===== config.mk =====
export PLATFORM = sky130hd
export DESIGN_NAME = ascon_rr_arbiter
export DESIGN_NICKNAME = d
export VERILOG_FILES = /design/src/rtl/ascon_arb_pkg.sv /design/src/rtl/ascon_rr_picker.sv /design/src/rtl/ascon_rr_arbiter.sv
export SDC_FILE = /design/constraint.sdc
export NUM_CORES = 1
export LEC_CHECK = 0
export CORE_MARGIN = 10
export CORE_UTILIZATION = 43
export DETAILED_ROUTE_END_ITERATION = 7
export MAX_ROUTING_LAYER = met4
export PLACE_DENSITY_LB_ADDON = 0.25
export SYNTH_ARGS = -nofsm -noshare
export SYNTH_HDL_FRONTEND = slang
export SYNTH_SLANG_ARGS = --single-unit

===== constraint.sdc =====
create_clock -name clock_i -period 2.4 [get_ports clock_i]
set_input_delay 0.72 -clock clock_i [delete_from_list [all_inputs] [get_ports clock_i]]
set_output_delay 0.72 -clock clock_i [all_outputs]
set_load 0.005 [all_outputs]

===== src/rtl/ascon_arb_pkg.sv =====
// Shared types and defaults for the ASCON engine round-robin arbiter.
// The state enum always carries ST_ABORT; it is only reachable when the
// ASCON_ARB_TIMEOUT_EN macro is defined.
package ascon_arb_pkg;

  localparam int DEF_N_REQ          = 4;
  localparam int DEF_TIMEOUT_CYCLES = 1024;

  typedef enum logic [2:0] {
    ST_IDLE  = 3'd0,
    ST_GRANT = 3'd1,
    ST_START = 3'd2,
    ST_BUSY  = 3'd3,
    ST_DONE  = 3'd4,
    ST_ABORT = 3'd5
  } arb_state_t;

  localparam arb_state_t RST_STATE     = ST_IDLE;
  localparam logic       RST_ENG_RST_N = 1'b1;

  // Index width that stays legal for a single requester.
  function automatic int idx_width(input int n);
    return (n > 1) ? $clog2(n) : 1;
  endfunction

endpackage


===== src/rtl/ascon_rr_picker.sv =====
// Combinational round-robin pick: rotate requests so ptr sits at bit 0,
// take the lowest set bit, then rotate the index back.
module ascon_rr_picker
  import ascon_arb_pkg::*;
#(
  parameter int N_REQ = DEF_N_REQ,
  parameter int IDX_W = idx_width(N_REQ)
) (
  input  logic [N_REQ-1:0] req_i,
  input  logic [IDX_W-1:0] ptr_i,
  output logic             valid_o,
  output logic [IDX_W-1:0] winner_o
);

  localparam logic [IDX_W:0] N_W = (IDX_W+1)'(N_REQ);

  // Modular add of two indices, both already below N_REQ.
  function automatic logic [IDX_W-1:0] wrap_add(input logic [IDX_W-1:0] a,
                                                input logic [IDX_W-1:0] b);
    logic [IDX_W:0] s;
    s = {1'b0, a} + {1'b0, b};
    if (s >= N_W) s = s - N_W;
    return s[IDX_W-1:0];
  endfunction

  logic [N_REQ-1:0] rot;
  logic [IDX_W-1:0] rot_idx;

  // Rotate, priority-encode the lowest set bit, un-rotate.
  always_comb begin
    // NOTE: every variable gets a default before any branch so no latch is inferred.
    rot     = '0;
    rot_idx = '0;
    for (int i = 0; i < N_REQ; i++) begin
      rot[i] = req_i[wrap_add(IDX_W'(i), ptr_i)];
    end
    for (int i = N_REQ - 1; i >= 0; i--) begin
      if (rot[i]) rot_idx = IDX_W'(i);
    end
    valid_o  = |req_i;
    winner_o = wrap_add(rot_idx, ptr_i);
  end

endmodule


===== src/rtl/ascon_rr_arbiter.sv =====
// Round-robin sequencer sharing one ASCON engine among N_REQ requesters.
// Holds grant and operand-select for the whole job, pulses engine start,
// waits for engine end and returns a per-requester done pulse.
// Optional watchdog: define ASCON_ARB_TIMEOUT_EN to abort jobs whose engine
// never signals end within TIMEOUT_CYCLES busy cycles.
module ascon_rr_arbiter
  import ascon_arb_pkg::*;
#(
  parameter int N_REQ = DEF_N_REQ,
  parameter int IDX_W = idx_width(N_REQ)
`ifdef ASCON_ARB_TIMEOUT_EN
  ,
  parameter int TIMEOUT_CYCLES = DEF_TIMEOUT_CYCLES
`endif
) (
  input  logic             clock_i,
  input  logic             reset_i,
  input  logic [N_REQ-1:0] req_i,
  output logic [N_REQ-1:0] gnt_o,
  output logic [N_REQ-1:0] done_o,
  output logic [N_REQ-1:0] err_o,
  output logic [IDX_W-1:0] sel_o,
  output logic             busy_o,
  output logic             eng_start_o,
  input  logic             eng_end_i,
  output logic             eng_rst_n_o
);

  arb_state_t       state_q, state_d;
  logic [IDX_W-1:0] ptr_q, ptr_d;
  logic [IDX_W-1:0] sel_q, sel_d;
  logic             pick_valid;
  logic [IDX_W-1:0] pick_idx;
  logic [IDX_W-1:0] ptr_next;
  logic [N_REQ-1:0] sel_oh;

`ifdef ASCON_ARB_TIMEOUT_EN
  localparam int CNT_W = (TIMEOUT_CYCLES > 1) ? $clog2(TIMEOUT_CYCLES) : 1;
  localparam logic [CNT_W-1:0] CNT_LAST = CNT_W'(TIMEOUT_CYCLES - 1);
  logic [CNT_W-1:0] cnt_q, cnt_d;
`endif

  ascon_rr_picker #(
    .N_REQ (N_REQ),
    .IDX_W (IDX_W)
  ) u_picker (
    .req_i    (req_i),
    .ptr_i    (ptr_q),
    .valid_o  (pick_valid),
    .winner_o (pick_idx)
  );

  assign ptr_next = (sel_q == IDX_W'(N_REQ - 1)) ? '0 : sel_q + 1'b1;

  // Next-state, pointer, owner-index and watchdog counter logic.
  always_comb begin
    state_d = state_q;
    ptr_d   = ptr_q;
    sel_d   = sel_q;
`ifdef ASCON_ARB_TIMEOUT_EN
    cnt_d   = cnt_q;
`endif
    unique case (state_q)
      ST_IDLE: begin
        if (pick_valid) begin
          sel_d   = pick_idx;
          state_d = ST_GRANT;
        end
      end
      ST_GRANT: state_d = ST_START;
      ST_START: begin
        state_d = ST_BUSY;
`ifdef ASCON_ARB_TIMEOUT_EN
        cnt_d   = '0;
`endif
      end
      ST_BUSY: begin
        if (eng_end_i) begin
          state_d = ST_DONE;
`ifdef ASCON_ARB_TIMEOUT_EN
        end else if (cnt_q == CNT_LAST) begin
          state_d = ST_ABORT;
        end else begin
          cnt_d = cnt_q + 1'b1;
`endif
        end
      end
      ST_DONE, ST_ABORT: begin
        ptr_d   = ptr_next;
        state_d = ST_IDLE;
      end
      default: state_d = ST_IDLE;
    endcase
  end

  // State and index registers; async reset drops any job in flight.
  always_ff @(posedge clock_i or negedge reset_i) begin
    if (!reset_i) begin
      state_q <= RST_STATE;
      ptr_q   <= '0;
      sel_q   <= '0;
`ifdef ASCON_ARB_TIMEOUT_EN
      cnt_q   <= '0;
`endif
    end else begin
      // NOTE: non-blocking assignments so every flop samples pre-edge values.
      state_q <= state_d;
      ptr_q   <= ptr_d;
      sel_q   <= sel_d;
`ifdef ASCON_ARB_TIMEOUT_EN
      cnt_q   <= cnt_d;
`endif
    end
  end

  // Outputs decoded purely from registered state and owner index.
  always_comb begin
    sel_oh          = '0;
    sel_oh[sel_q]   = 1'b1;
    gnt_o           = '0;
    done_o          = '0;
    err_o           = '0;
    eng_rst_n_o     = RST_ENG_RST_N;
    sel_o           = sel_q;
    busy_o          = (state_q != ST_IDLE);
    eng_start_o     = (state_q == ST_START);
    if (state_q == ST_GRANT || state_q == ST_START || state_q == ST_BUSY) gnt_o = sel_oh;
    if (state_q == ST_DONE) done_o = sel_oh;
`ifdef ASCON_ARB_TIMEOUT_EN
    if (state_q == ST_ABORT) begin
      err_o       = sel_oh;
      eng_rst_n_o = 1'b0;
    end
`endif
  end

endmodule

==> results of run 1 <==
power breakdown:
group | internal [mW] | switching [mW]
Clock | 0.0635 | 0.0439
Sequential | 0.178 | 0.111
Combinational | 0.296 | 0.202
Total | 0.537 | 0.357
kinds of logic after synthesis:
kind of cell	after synthesis	synth area share
AO/OA/AOI/OAI	12	0.127
flip-flops	7	0.270
XOR/XNOR	1	0.0135
multiplexers	3	0.0521
other	2	0.0116
buffers and inverters	12	0.110
AND/OR/NAND/NOR	35	0.319
adder cells (fa/ha/maj)	5	0.0965
worst paths after layout:
check / endpoint / cells past startpoint
worst max-delay path: done_o[1] / 3
worst max register to register: sel_o[1] / 9
worst min register to register: ptr_q[0] / 1
max in group asynchronous: state_q[2] / 1
min in group asynchronous: ptr_q[1] / 1
worst min-delay path: ptr_q[0] / 1
critical path, stage by stage (launching register included):
cell	delay [ps]
dfrtp_1	450
nor2_4	200
and3_2	200
clkdlybuf4s50_1	510
per-stage QoR:
step,util,setup WS [ps],hold slack (ps),instances,setup TNS [ps]
floorplan,-,114,424,80,0
global placement,0.614,-281,561,110,-281
detailed placement,0.614,-311,574,110,-311
CTS,0.635,0.715,591,114,0
global route,0.652,5.80,594,114,0
finish,0.652,75.1,570,114,0
routing by layer:
| metal | up-vias | wire length, um | track usage |
|---|---|---|---|
| met4 | 0 | 0 | 0.0197 |
| met3 | 0 | 104 | 0.0279 |
| met5 | - | 0 | - |
| li1 | 301 | - | - |
| met2 | 18 | 700 | 0.143 |
| met1 | 274 | 754 | 0.118 |
timing repair:
item / 4_1_cts / 5_1_grt
endpoints found under the setup margin: 3 / 9
resized for setup: 6 / 9
pin swaps: 0 / 1
cloned: 0 / 0
registers in the layout (all words and copies together) (netlist names):
signal / cells
ptr_q: 2
state_q: 3
sel_o: 2
area by class of cell:
type / instances / area [um2] / share of cell area
clock buffers: 4 / 26.3 / 0.0295
flip-flops and latches: 7 / 179 / 0.201
multi-input cells: 61 / 435 / 0.489
inverters: 4 / 15.0 / 0.0169
repair buffers: 23 / 216 / 0.243
well taps: 15 / 18.8 / 0.0211
placed cells by master (no fill, tap or decap), drive strengths merged, types with 2 or more instances in the layout:
cell            n
a21oi           4
and2            5
and3            4
buf             5
clkbuf          4
clkdlybuf4s50  14
conb            5
dfrtp           7
dlygate4sd2     3
ha              5
inv             4
mux2            3
nand2           6
nor2            5
nor3            4
o21a            2
or2             2
or3             2
==> flow_metrics.env, run 1 <==
export IMPL_antenna_cells=0
export IMPL_syn_area_um2=648
export IMPL_hold_path_class="register to register"
export IMPL_clock_sinks=7
export IMPL_status="completed"
export IMPL_vias=593
export IMPL_worst_setup_path_start_kind="register"
export IMPL_drtIter0Drc=15
export IMPL_drc=0
export IMPL_skew_ps=4.07
export IMPL_cts_root_buf="clkbuf_4"
export IMPL_drv_cap=0
export IMPL_ys_seq_area_frac=0.270
export IMPL_stdcell_area_um2=891
export IMPL_postCtsSetupBuffers=0
export IMPL_synth_warnings=0
export IMPL_total_power_mw=0.893
export IMPL_die_w_um=58.8
export IMPL_ir_drop_v=0.000659
export IMPL_synth_cells=77
export IMPL_die_area_mm2=0.00346
export IMPL_crit_start="state_q[0]"
export IMPL_place_gp_congestion=0.815
export IMPL_viasPerCell=5.20
export IMPL_portBuffers=18
export IMPL_syn_to_final_growth_pct=37.5
export IMPL_rows=13
export IMPL_drive_gt1_frac=0.253
export IMPL_grt_total_usage=0.0935
export IMPL_r2r_slack_ps=420
export IMPL_first_global_vias=609
export IMPL_fmax_mhz=430
export IMPL_worstSetupPathType="register to primary output"
export IMPL_yosys_cell_types_count=34
export IMPL_powerDensity_mw_per_mm2=1000
export IMPL_avgSynthCellArea_um2=8.42
export IMPL_grt_overflow=0
export IMPL_period_minus_slack_ps=2320
export IMPL_hold_buffers=0
export IMPL_io_pins=24
export IMPL_wl_um=1560
export IMPL_cts_tree="built"
export IMPL_ys_top_cells_by_area="dfrtp_1 (27%), ha_1 (9.7%), buf_4 (5.8%), mux2_2 (5.2%), and3_2 (4.6%)"
export IMPL_cts_buffer_depth=2
export IMPL_grt_pass1_wl_um=2630
export IMPL_postPlaceCellArea_um2=840
export IMPL_timing_rr_start="ptr_q[1]"
export IMPL_min_period_over_period=0.969
export IMPL_synthMostInstantiatedCell="dfrtp_1"
export IMPL_postRouteAntennaNets=0
export IMPL_cellLeakagePower_nw=0.407
export IMPL_start_util=0.474
export IMPL_antenna_found_initial=0
export IMPL_hold_violations=0
export IMPL_async_reset_ff_frac=1.00
export IMPL_clkTransAtPathRegs_ps=60
export IMPL_grt_max_degree=11
export IMPL_core_area_mm2=0.00137
export IMPL_synth_edf_count=0
export IMPL_synth_area_leader_cell="dfrtp_1"
export IMPL_required_ps=1680
export IMPL_cp_end_kind="primary output"
export IMPL_synth_top_area_frac=0.270
export IMPL_cp_max_fo=5
export IMPL_rsz0062_at_grt="no"
export IMPL_first_pass_iters=4
export IMPL_clk_latency_ps=250
export IMPL_synth_seq_cells=7
export IMPL_nNetsFinal=112
export IMPL_synth_flop_cell="dfrtp_1"
export IMPL_netlist_top_cells_count="dfrtp_1 (7), nand2_1 (6), buf_4 (5), ha_1 (5), nor2_1 (5)"
export IMPL_htreeDepth=1
export IMPL_wl_per_cell_um=13.7
export IMPL_arrival_ps=1600
export IMPL_hpwl_um=1240
export IMPL_cts_buffers=3
export IMPL_n_fill_cell=118
export IMPL_finalSetupViolations=0
export IMPL_die_y_um=58.8
export IMPL_slew_violations=0
export IMPL_hp_start="sel_o[0]"
Note: power is estimated with default switching activity, not from simulation.
==> run 2: changes to the inputs <==
--- a/config.mk
+++ b/config.mk
@@ -10,6 +10,7 @@
 export DETAILED_ROUTE_END_ITERATION = 7
 export MAX_ROUTING_LAYER = met4
 export PLACE_DENSITY_LB_ADDON = 0.25
+export SKIP_LAST_GASP = 1
 export SYNTH_ARGS = -nofsm -noshare
 export SYNTH_HDL_FRONTEND = slang
 export SYNTH_SLANG_ARGS = --single-unit
==> flow_metrics.env, run 2 (same netlist as run 1, synthesis figures left out) <==
export IMPL_hold_path_class="register to register"
export IMPL_n_fill_cell=116
export IMPL_antenna_cells=0
export IMPL_final_cell_mix="clkdlybuf4s50_1 (14), nand2_1 (6)"
export IMPL_syn_to_final_growth_pct=37.3
export IMPL_wl_um=1560
export IMPL_cts_buffer_depth=2
export IMPL_utilization=0.651
export IMPL_switching_share=0.400
export IMPL_min_period_over_period=0.982
export IMPL_drc=0
export IMPL_place_inst=110
export IMPL_holdPathEnd="ptr_q[0]"
export IMPL_hold_violations=0
export IMPL_pwr_share_clk=0.120
export IMPL_rows=13
export IMPL_fmax_mhz=424
export IMPL_die_y_um=58.8
export IMPL_core_area_mm2=0.00137
export IMPL_grt_max_degree=11
export IMPL_grt_overflow=0
export IMPL_intPower_mw=0.535
export IMPL_grt_pass1_wl_um=2630
export IMPL_place_gp_congestion=0.815
export IMPL_worst_setup_path_start_kind="register"
export IMPL_largest_register="state_q"
export IMPL_timing_rr_end="sel_o[1]"
export IMPL_status="completed"
export IMPL_reg2reg_depth=9
export IMPL_drive_gt1_frac=0.242
export IMPL_power_share_combinational=0.558
export IMPL_slew_violations=0
export IMPL_dpl_worst_slack_ps=-311
export IMPL_crit_start="state_q[2]"
export IMPL_ff_latch_area_um2=178
export IMPL_cp_max_fo=10
export IMPL_hp_start="sel_o[0]"
export IMPL_hpwl_um=1240
export IMPL_required_ps=1680
export IMPL_viasPerCell=5.18
export IMPL_ir_drop_v=0.000658
export IMPL_period_minus_slack_ps=2360
export IMPL_die_area_mm2=0.00346
export IMPL_rsz0062_at_grt="yes"
export IMPL_final_common_cell="clkdlybuf4s50_1"
export IMPL_timing_rr_start="ptr_q[1]"
export IMPL_first_global_vias=609
export IMPL_cts_root_buf="clkbuf_4"
export IMPL_postRouteAntennaNets=0
export IMPL_arrival_ps=1640
export IMPL_stdcell_area_um2=890
export IMPL_nNetsFinal=112
export IMPL_portBuffers=18
export IMPL_worstSetupPathType="register to primary output"
export IMPL_grt_total_usage=0.0935
export IMPL_first_pass_iters=4
export IMPL_holdPathStages=1
export IMPL_io_pins=24
export IMPL_p_switching_mw=0.356
export IMPL_wl_per_cell_um=13.7
export IMPL_cts_buffers=3
export IMPL_cp_end_kind="primary output"
export IMPL_vias=591
export IMPL_postPlaceCellArea_um2=840
export IMPL_cellLeakagePower_nw=0.409
export IMPL_clkTransAtPathRegs_ps=60
export IMPL_finalSetupViolations=0
export IMPL_fin_cells=114
export IMPL_htreeDepth=1
export IMPL_hold_ws_ps=571
export IMPL_multi_input_area_um2=435
export IMPL_die_w_um=58.8
export IMPL_clk_latency_ps=250
export IMPL_finalWorstSetupSlack_ps=42.4
export IMPL_seqPwrFrac=0.322
export IMPL_largest_reg_flops=3
export IMPL_powerDensity_mw_per_mm2=1000
export IMPL_clock_sinks=7
export IMPL_antenna_found_initial=0
export IMPL_cts_tree="built"
export IMPL_skew_ps=4.07
export IMPL_drtIter0Drc=14
export IMPL_hold_buffers=0
export IMPL_start_util=0.474
export IMPL_r2r_slack_ps=410
export IMPL_drv_cap=0
## run 2: changes by cell type in the layout (fill, tap and decap cells not counted)
cell	change
dfrtp_2	-1
o21ai_0	+1
o21ai_1	-1
dfrtp_1	+1
## run 2: metrics by stage
step / setup TNS, ps / power [mW]
after detailed placement: -311 / 0.750
after global placement: -281 / 0.735
after global routing: -9.84 / 0.973
final: 0 / 0.891
after floorplan: 0 / 0.539
after CTS: -3.66 / 0.864
## run 2: routing by layer
| layer | track usage | vias up | wire length, um |
|---|---|---|---|
| met5 | - | - | 0 |
| met4 | 0.0197 | 0 | 0 |
| met3 | 0.0279 | 0 | 98 |
| met2 | 0.143 | 16 | 699 |
| met1 | 0.118 | 274 | 762 |
| li1 | - | 301 | - |
## run 2: critical path: stages, from the launching register on
cell,delay (ps)
dfrtp_1,490
or3_4,440
clkdlybuf4s50_1,460
## run 2: layout make-up
class,count,share of cell area
well taps,15,0.0211
multi-input cells,61,0.489
repair buffers,23,0.243
clock buffers,4,0.0295
inverters,4,0.0169
flip-flops and latches,7,0.200
## run 2: how the worst max path moves through the flow
stage,cells after the start,slack (ps),to
finish,2,40,busy_o
global route,2,-10,busy_o
CTS,10,-4,sel_o[1]
detailed placement,10,-310,sel_o[1]
global placement,10,-280,sel_o[1]
floorplan,10,110,sel_o[1]
## run 2: power by group through the flow
stage | sequential [mW] | combinational [mW] | clock (mW)
3_3_place_gp | 0.264 | 0.471 | 0
6_report | 0.287 | 0.497 | 0.107
2_1_floorplan | 0.225 | 0.315 | 0
5_1_grt | 0.302 | 0.559 | 0.112
3_5_place_dp | 0.266 | 0.484 | 0
4_1_cts | 0.266 | 0.488 | 0.109
## run 2: timing repair
| action | CTS | global route |
|---|---|---|
| hold endpoints to repair | 0 | 0 |
| resized for setup | 5 | 8 |
| setup buffers | 0 | 0 |
| pin swaps | 0 | 1 |
| gates cloned | 0 | 0 |
| setup endpoints to repair | 3 | 9 |
==> run 3: changes to the inputs <==
--- a/config.mk
+++ b/config.mk
@@ -10,7 +10,9 @@
 export DETAILED_ROUTE_END_ITERATION = 7
 export MAX_ROUTING_LAYER = met4
 export PLACE_DENSITY_LB_ADDON = 0.25
+export REMOVE_ABC_BUFFERS = 1
 export SKIP_LAST_GASP = 1
 export SYNTH_ARGS = -nofsm -noshare
 export SYNTH_HDL_FRONTEND = slang
+export SYNTH_HIERARCHICAL = 1
 export SYNTH_SLANG_ARGS = --single-unit
==> flow_metrics.env, run 3 <==
export IMPL_dpl_worst_slack_ps=-238
export IMPL_cp_end_kind="primary output"
export IMPL_rows=14
export IMPL_nNetsFinal=112
export IMPL_holdPathEnd="sel_o[0]"
export IMPL_portBuffers=18
export IMPL_drc=0
export IMPL_drtIter0Drc=3
export IMPL_grt_pass1_wl_um=2690
export IMPL_syn_area_um2=654
export IMPL_arrival_ps=1650
export IMPL_yosys_cell_types_count=31
export IMPL_async_reset_ff_frac=1.00
export IMPL_status="completed"
export IMPL_synth_seq_cells=7
export IMPL_die_w_um=59.0
export IMPL_postRouteAntennaNets=0
export IMPL_fmax_mhz=423
export IMPL_antenna_found_initial=0
export IMPL_intPower_mw=0.594
export IMPL_ys_top_cells_by_area="dfrtp_1 (27%), ha_1 (9.6%), mux2_2 (6.9%), buf_4 (5.7%), nor3b_1 (5.7%)"
export IMPL_fin_cells=115
export IMPL_synth_warnings=6
export IMPL_synth_cells=72
export IMPL_drv_cap=0
export IMPL_syn_to_final_growth_pct=41.1
export IMPL_postPlaceCellArea_um2=881
export IMPL_hold_buffers=0
export IMPL_cts_buffers=3
export IMPL_core_area_mm2=0.00147
export IMPL_worstSetupPathType="register to primary output"
export IMPL_reg2reg_depth=8
export IMPL_finalSetupViolations=0
export IMPL_cts_root_buf="clkbuf_4"
export IMPL_switching_share=0.390
export IMPL_yosys_area_share_adder=0.0956
export IMPL_holdPathStages=1
export IMPL_synthMuxAreaShare=0.0918
export IMPL_ir_drop_v=0.000712
export IMPL_stdcell_area_um2=923
export IMPL_timing_rr_end="sel_o[1]"
export IMPL_worst_setup_path_start_kind="register"
export IMPL_seqPwrFrac=0.290
export IMPL_postCtsSetupBuffers=0
export IMPL_viasPerCell=5.17
export IMPL_skew_ps=1.90
export IMPL_clk_latency_ps=250
export IMPL_vias=595
export IMPL_drive_gt1_frac=0.222
export IMPL_pwr_share_clk=0.112
export IMPL_ys_seq_area_frac=0.268
export IMPL_hp_start="sel_o[0]"
export IMPL_n_fill_cell=150
export IMPL_synth_area_leader_cell="dfrtp_1"
export IMPL_hold_violations=0
export IMPL_powerDensity_mw_per_mm2=1050
export IMPL_hold_path_class="register to register"
export IMPL_cts_tree="built"
export IMPL_rsz0062_at_grt="yes"
export IMPL_synth_edf_count=0
export IMPL_hold_ws_ps=591
export IMPL_grt_max_degree=16
export IMPL_die_y_um=59.0
export IMPL_place_inst=111
export IMPL_start_util=0.445
export IMPL_cts_buffer_depth=2
export IMPL_synth_top_family_by_area="simple AND/OR/NAND/NOR gates"
export IMPL_crit_start="state_q[2]"
export IMPL_clock_sinks=7
export IMPL_final_common_cell="clkdlybuf4s50_1"
export IMPL_grt_total_usage=0.0981
export IMPL_synth_top_area_frac=0.268
export IMPL_synthXorXnorAreaFrac=0.0268
export IMPL_largest_register="state_q"
export IMPL_antenna_cells=0
export IMPL_min_period_over_period=0.985
export IMPL_wl_um=1590
export IMPL_die_area_mm2=0.00348
export IMPL_grt_overflow=0
export IMPL_htreeDepth=1
export IMPL_io_pins=24
export IMPL_cellLeakagePower_nw=0.459
export IMPL_final_cell_mix="clkdlybuf4s50_1 (15), buf_4 (9), dfrtp_1 (6)"
export IMPL_required_ps=1680
export IMPL_largest_reg_flops=3
export IMPL_p_switching_mw=0.380
export IMPL_slew_violations=0
export IMPL_wl_per_cell_um=13.8
export IMPL_first_global_vias=623
export IMPL_clkTransAtPathRegs_ps=50
export IMPL_synthSimpleGateAreaFrac=0.306
export IMPL_r2r_slack_ps=550
export IMPL_hpwl_um=1230
export IMPL_first_pass_iters=4
export IMPL_power_share_combinational=0.598
export IMPL_timing_rr_start="ptr_q[0]"
export IMPL_synth_compound_area_frac=0.103
export IMPL_cp_max_fo=15
export IMPL_utilization=0.628
export IMPL_period_minus_slack_ps=2370
export IMPL_avgSynthCellArea_um2=9.09
export IMPL_place_gp_congestion=0.719
export IMPL_synthMostInstantiatedCell="dfrtp_1"
export IMPL_finalWorstSetupSlack_ps=34.8
export IMPL_synth_flop_cell="dfrtp_1"
[run 3: cell types whose count changed in the layout (fill, tap and decap cells not counted), moves of 3 or more]
cell / before / now
and3_2: 4 / 0
a21oi_1: 4 / 1
and3_1: 0 / 5
dlygate4sd2_1: 3 / 0
and2_1: 4 / 0
nor3b_1: 1 / 4
buf_4: 5 / 9
[run 3: logic make-up (layout without fill, tap and decap cells)]
family	after synthesis	in the layout
AND/OR/NAND/NOR	31	31
AO/OA/AOI/OAI	10	10
XOR/XNOR	2	2
buffers and inverters	10	34
adder cells (fa/ha/maj)	5	5
multiplexers	5	5
other	2	5
flip-flops	7	7
[run 3: layout make-up]
cell class | instances | area [um2] | share of cell area
clock buffer | 4 | 26.3 | 0.0285
multi-input combinational | 58 | 434 | 0.470
timing repair buffer | 27 | 255 | 0.276
inverter | 3 | 11.3 | 0.0122
tap | 16 | 20.0 | 0.0217
sequential | 7 | 176 | 0.191
[run 3: worst max-delay path by stage]
stage          cells after the start  slack, ps        to
5_1_grt                            9       -110  sel_o[1]
3_3_place_gp                       9       -160  sel_o[1]
2_1_floorplan                      8        410  sel_o[1]
6_report                           2         30    busy_o
4_1_cts                            4         10  gnt_o[2]
3_5_place_dp                       9       -240  sel_o[1]
[run 3: timing repair]
action	in CTS	in global routing
endpoints found under the hold margin	0	0
resized for setup	0	7
setup endpoints to repair	0	12
[run 3: power by group through the flow]
stage / logic, mW / registers, mW / clock network [mW]
after floorplan: 0.296 / 0.277 / 0
after global placement: 0.572 / 0.271 / 0
after detailed placement: 0.588 / 0.274 / 0
after CTS: 0.592 / 0.272 / 0.112
after global routing: 0.661 / 0.296 / 0.118
final: 0.582 / 0.282 / 0.109
[run 3: worst max-delay path, cell delays in order, from the launching register on]
cell and delay, ps:
dfrtp_1 560, or3_1 380, clkdlybuf4s50_1 460
[run 3: routing by layer]
metal,track usage,vias up,share of wire
met4,0.0492,0,0
met3,0.0322,0,0.086
li1,-,299,-
met5,-,-,0
met1,0.109,276,0.40
met2,0.153,20,0.51
[run 3: metrics by stage]
| stage | total power, mW | setup TNS [ps] |
|---|---|---|
| floorplan | 0.573 | 0 |
| global placement | 0.843 | -189 |
| detailed placement | 0.862 | -303 |
| CTS | 0.977 | 0 |
| global route | 1.08 | -574 |
| finish | 0.973 | 0 |
